File: src/rtl/branch_pkg.sv
// branch_pkg: branch opcode encoding and target width shared by the branch unit
package branch_pkg;
    localparam int TGT_W = 9;
    typedef enum logic [2:0] {
        BR_NONE = 3'd0,
        BR_JMP  = 3'd1,
        BR_BEQ  = 3'd2,
        BR_BNE  = 3'd3,
        BR_BLT  = 3'd4,
        BR_BCS  = 3'd5,
        BR_CALL = 3'd6,
        BR_RET  = 3'd7
    } br_op_t;
endpackage

File: src/rtl/branch_ctl_if.sv
// branch_ctl_if: decode/fetch-side bundle of the branch-resolution unit
interface branch_ctl_if import branch_pkg::*; #(
    parameter int T = 10,
    parameter int D = 4
);
    logic                     Start;
    br_op_t                   BrOp;
    logic [TGT_W-1:0]         Offset;
    logic                     FlagWr;
    logic                     AluZero;
    logic                     AluNeg;
    logic                     AluCarry;
    logic [T-1:0]             ProgCtr;
    logic                     CMP_Flag;
    logic [TGT_W-1:0]         Target;
    logic [$clog2(D+1)-1:0]   StackDepth;
    logic                     Err;
    modport master (
        output Start, BrOp, Offset, FlagWr, AluZero, AluNeg, AluCarry, ProgCtr,
        input  CMP_Flag, Target, StackDepth, Err
    );
    modport slave (
        input  Start, BrOp, Offset, FlagWr, AluZero, AluNeg, AluCarry, ProgCtr,
        output CMP_Flag, Target, StackDepth, Err
    );
endinterface

File: src/rtl/ret_stack.sv
// ret_stack: LIFO of return addresses; pushes when full and pops when empty are ignored
module ret_stack #(
    parameter int T = 10,
    parameter int D = 4
) (
    input  logic                     clk,
    input  logic                     clr,
    input  logic                     push,
    input  logic                     pop,
    input  logic [T-1:0]             din,
    output logic [T-1:0]             top,
    output logic                     full,
    output logic                     empty,
    output logic [$clog2(D+1)-1:0]   depth
);
    localparam int AW = $clog2(D + 1);
    logic [T-1:0]  mem_q [D];
    logic [T-1:0]  mem_d [D];
    logic [AW-1:0] depth_q, depth_d;
    assign full  = depth_q == AW'(D);
    assign empty = depth_q == '0;
    assign depth = depth_q;
    always_comb begin
        mem_d   = mem_q;
        top     = '0;
        for (int i = 0; i < D; i++) begin
            if (push && !full && depth_q == AW'(i)) mem_d[i] = din;
            if (depth_q == AW'(i + 1)) top = mem_q[i];
        end
        depth_d = clr ? '0 :
                  (push && !full) ? depth_q + AW'(1) :
                  (pop && !empty) ? depth_q - AW'(1) : depth_q;
    end
    always_ff @(posedge clk) begin
        mem_q   <= mem_d;
        depth_q <= depth_d;
    end
endmodule

File: src/rtl/branch_ctl.sv
// branch_ctl: branch resolution with optional hardware return stack (BRANCH_RAS_EN)
module branch_ctl import branch_pkg::*; #(
    parameter int T = 10,
    parameter int D = 4
) (
    input logic         Clk,
    input logic         Reset,
    branch_ctl_if.slave bus
);
    localparam int SW = $clog2(D + 1);
    logic             clr, take, fault, err_q, err_d;
    logic [2:0]       flags_q, flags_d;
    logic [TGT_W-1:0] tgt;
    assign clr = Reset | bus.Start;
`ifdef BRANCH_RAS_EN
    logic          push, pop, full, empty;
    logic [T-1:0]  top, diff;
    logic [SW-1:0] depth;
    assign diff = top - bus.ProgCtr;
    ret_stack #(.T(T), .D(D)) u_stack (
        .clk(Clk), .clr(clr), .push(push), .pop(pop), .din(bus.ProgCtr + T'(1)),
        .top(top), .full(full), .empty(empty), .depth(depth)
    );
    assign bus.StackDepth = depth;
`else
    logic [T-1:0] unused_pc;
    assign unused_pc      = bus.ProgCtr;
    assign bus.StackDepth = SW'(0);
`endif
    always_comb begin
        flags_d = clr ? 3'b000 : bus.FlagWr ? {bus.AluZero, bus.AluNeg, bus.AluCarry} : flags_q;
        take    = 1'b0;
        tgt     = bus.Offset;
        fault   = 1'b0;
`ifdef BRANCH_RAS_EN
        push    = 1'b0;
        pop     = 1'b0;
`endif
        case (bus.BrOp)
            BR_NONE: ;
            BR_JMP:  take = 1'b1;
            BR_BEQ:  take = flags_q[2];
            BR_BNE:  take = !flags_q[2];
            BR_BLT:  take = flags_q[1];
            BR_BCS:  take = flags_q[0];
            BR_CALL: begin
                take = 1'b1;
`ifdef BRANCH_RAS_EN
                push  = 1'b1;
                fault = full;
`endif
            end
            BR_RET: begin
`ifdef BRANCH_RAS_EN
                // a return too far away for the 9-bit relative target still pops
                pop   = !empty;
                take  = !empty && (diff >> TGT_W) == '0;
                tgt   = TGT_W'(diff);
                fault = !take;
`else
                fault = 1'b1;
`endif
            end
            default: fault = 1'b1;
        endcase
        if (clr) begin
            take  = 1'b0;
            fault = 1'b0;
`ifdef BRANCH_RAS_EN
            push  = 1'b0;
            pop   = 1'b0;
`endif
        end
        err_d = !clr && (err_q || fault);
    end
    assign bus.CMP_Flag = take;
    assign bus.Target   = take ? tgt : '0;
    assign bus.Err      = err_q;
    always_ff @(posedge Clk) begin
        flags_q <= flags_d;
        err_q   <= err_d;
    end
endmodule

File: src/flat_wrapper.sv
// flat-port wrapper written by rule: the top's interface ports become plain ports
module branch_ctl_flat import branch_pkg::*;
#(
    parameter int T = 10,
    parameter int D = 4
)
  (Clk, Reset, bus_Start, bus_BrOp, bus_Offset, bus_FlagWr, bus_AluZero, bus_AluNeg, bus_AluCarry, bus_ProgCtr, bus_CMP_Flag, bus_Target, bus_StackDepth, bus_Err);
  branch_ctl_if #(.T(T), .D(D)) bus_i ();
  input logic Clk;
  input logic Reset;
  input wire logic [$bits(bus_i.Start)-1:0] bus_Start;
  input wire logic [$bits(bus_i.BrOp)-1:0] bus_BrOp;
  input wire logic [$bits(bus_i.Offset)-1:0] bus_Offset;
  input wire logic [$bits(bus_i.FlagWr)-1:0] bus_FlagWr;
  input wire logic [$bits(bus_i.AluZero)-1:0] bus_AluZero;
  input wire logic [$bits(bus_i.AluNeg)-1:0] bus_AluNeg;
  input wire logic [$bits(bus_i.AluCarry)-1:0] bus_AluCarry;
  input wire logic [$bits(bus_i.ProgCtr)-1:0] bus_ProgCtr;
  output wire logic [$bits(bus_i.CMP_Flag)-1:0] bus_CMP_Flag;
  output wire logic [$bits(bus_i.Target)-1:0] bus_Target;
  output wire logic [$bits(bus_i.StackDepth)-1:0] bus_StackDepth;
  output wire logic [$bits(bus_i.Err)-1:0] bus_Err;
  assign bus_i.Start = bus_Start;
  assign bus_i.BrOp = bus_BrOp;
  assign bus_i.Offset = bus_Offset;
  assign bus_i.FlagWr = bus_FlagWr;
  assign bus_i.AluZero = bus_AluZero;
  assign bus_i.AluNeg = bus_AluNeg;
  assign bus_i.AluCarry = bus_AluCarry;
  assign bus_i.ProgCtr = bus_ProgCtr;
  assign bus_CMP_Flag = bus_i.CMP_Flag;
  assign bus_Target = bus_i.Target;
  assign bus_StackDepth = bus_i.StackDepth;
  assign bus_Err = bus_i.Err;
  branch_ctl #(.T(T), .D(D)) u_core (.Clk(Clk), .Reset(Reset), .bus(bus_i));
endmodule
File: config.mk
export PLATFORM = sky130hd
export DESIGN_NAME = branch_ctl_flat
export DESIGN_NICKNAME = d
export VERILOG_FILES = /design/src/rtl/branch_pkg.sv /design/src/rtl/branch_ctl_if.sv /design/src/rtl/ret_stack.sv /design/src/rtl/branch_ctl.sv /design/src/flat_wrapper.sv
export SDC_FILE = /design/constraint.sdc
export NUM_CORES = 1
export LEC_CHECK = 0
export ABC_AREA = 1
export CORE_AREA = 5 5 42 44
export CTS_CLUSTER_SIZE = 10
export DETAILED_ROUTE_END_ITERATION = 8
export DIE_AREA = 0 0 47 49
export GPL_TIMING_DRIVEN = 0
export HOLD_SLACK_MARGIN = 0.15
export PLACE_DENSITY = 0.79
export SKIP_CTS_REPAIR_TIMING = 1
export SLEW_MARGIN = 10
export SYNTH_ARGS = -nofsm -noshare
export SYNTH_HDL_FRONTEND = slang
export SYNTH_SLANG_ARGS = --single-unit
File: constraint.sdc
create_clock -name Clk -period 1.1 [get_ports Clk]
set_input_delay 0.11 -clock Clk [delete_from_list [all_inputs] [get_ports Clk]]
set_output_delay 0.11 -clock Clk [all_outputs]
set_load 0.005 [all_outputs]
==> reports/results.tsv <==
metric	value	unit
status	finished, violations left	
violations	setup timing	
drtIter0Drc	3	
worst_ep_arrival_time	1.24	ns
insertion_delay	0.24	ns
final_common_cell	inv_1	
drt-pass1-iter-count	2	
clk_pin_slew_worst_paths	0.04	ns
fin_cells	112	
fillers	155	
finalMaxSlewViolations	0	
start_util	0.2295	
rsz0062_at_grt	yes	
cts-root-buf	clkbuf_4	
grt_max_degree	11	
p_leak	0.4075	nW
row_count	14	
worst_slack	-0.2493	ns
fin_skew	0	ns
wl_per_cell	9.357	µm
p_total	0.5100	mW
crit_type	register to primary output	
seq_power_share	0.302	
dpl_worst_slack	-0.6713	ns
syn_avg_cell_area	5.544	µm²
placed_cells	105	
p_int	0.3760	mW
cts_made_buffers	3	
core	1401	µm²
slowest_delay	0.32	ns
port_buffers	29	
utilization	0.4920	
synth_cell_type_count	12	
cts_buffer_depth	2	
grt_pass1_wl	1469	µm
post-route-cell-area	689.4	µm²
swShare	0.2629	
power.switching	0.1341	mW
grt_use_total	0.08867	
synth_area	321.6	µm²
fmax	741.1	MHz
synthTopCellsByArea	dfxtp_1 (25%), inv_1 (22%), nor2_1 (13%)	
nets	127	
die_w	47	µm
syn-instance-count	58	
critPathBufInv	2	
syn_to_final_growth	114.4	%
crit_required	0.99	ns
hold_violations	0	
gp_congestion	0.6402	
powerDensity	739.8	nW/µm²
die_h	49	µm
pin_count	43	
start_kind	register	
dieArea	2303	µm²
p_clk_frac	0.362	
cts_sinks	4	
cp_max_fo	5	
diodes	0	
path_delay_family	simple AND/OR/NAND/NOR gates	
grt_pass1_vias	389	
worstSetupEndpointType	primary output	
antenna_found_initial	0	
min_path_type	primary input to register	
routed_wl	1048	µm
dr_total_vias	433	
yosysTopAreaCell	dfxtp_1	
synth.top_cell.area_share	0.2490	
final_cell_mix	inv_1 (18), clkdlybuf4s50_1 (16), nand2_1 (8)	
placed_cell_area	639.4	µm²
p_comb_frac	0.337	
post-route-period-util	1.227	
tns	-2.255	ns
htreeDepth	1	
drive_above_1_share	0.3333	
remaining_drc_errors	0	
ys_warn_count	0	
ant_nets	0	
crit_path_top_delay_cell	dfxtp_2	
seq_area_frac_synth	0.2490	
drv_cap	0	
overflow	0	
fin_crit	1.349	ns
dp_hpwl	803.8	µm
vdd_drop_max	395.6	µV
hold-worst-slack	0.2497	ns
worstPathCellList	nand2_2, nand2_1, nand2_1, nand2_2, buf_6, nand3_4, nor2_1, buf_2	
avgViaCountPerCell	3.866	
ys_ff_latch	4	
cts_tree	built	
finalSetupViolations	10	
## logic make-up after synthesis
logic type      after synthesis  share of synthesized area
buf+inv                      22                     0.2918
flops                         4                     0.2490
compound gates                6                    0.09339
simple gates                 25                     0.3541
other cells                   1                    0.01166
## sequential cells by signal (all words and copies together) (netlist names)
name            cells
u_core.bus.Err      1
u_core.flags_q      3
## power groups by stage
stage | Combinational [mW] | Clock (mW) | Sequential [mW]
2_1_floorplan | 0.0589 | 0 | 0.155
3_3_place_gp | 0.153 | 0 | 0.155
3_5_place_dp | 0.156 | 0 | 0.155
4_1_cts | 0.157 | 0.190 | 0.153
5_1_grt | 0.190 | 0.203 | 0.154
6_report | 0.172 | 0.185 | 0.154
## final cells by class
cell class	count	area, µm²	area share
inverter	19	71.32	0.1034
sequential	4	82.58	0.1198
clock buffer	3	22.52	0.03267
tap	16	20.02	0.02904
buffer	3	22.52	0.03267
timing repair buffer	32	277.8	0.4029
multi-input combinational	35	192.7	0.2795
## per-layer routing
metal  track usage  up-vias  wire length (µm)
met5             0        -                 0
met4       0.08295        0                33
met3       0.03321        4               156
met2        0.1425       23               500
met1       0.07895      170               358
li1              -      236                 -
## path summary, 6_finish.rpt
check             slack [ns]  cells past startpoint                      startpoint                        endpoint
setup / recovery       -0.25                      8  u_core.flags_q[1]$_SDFFE_PN0P_                   bus_Target[7]
hold / removal          0.25                      3                     bus_BrOp[1]          u_core.bus.Err$_DFF_P_
setup reg to reg        0.45                      3  u_core.flags_q[1]$_SDFFE_PN0P_  u_core.flags_q[1]$_SDFFE_PN0P_
hold reg to reg         0.44                      2          u_core.bus.Err$_DFF_P_          u_core.bus.Err$_DFF_P_
## cell usage after synthesis
cell type  instances
o21ai_0            2
a21oi_1            4
dfxtp_1            4
nand3_1            1
nor2_1            11
conb_1             1
buf_4              3
nand2_2            1
nor2_2             1
nand2_1           10
inv_1             19
nand3_4            1
## worst register-to-register path, stage by stage, from the launching register on
cell     delay, ns
dfxtp_2       0.31
buf_4         0.12
nand2_1       0.06
a21oi_1       0.05
(Power assumes the default switching activity.)
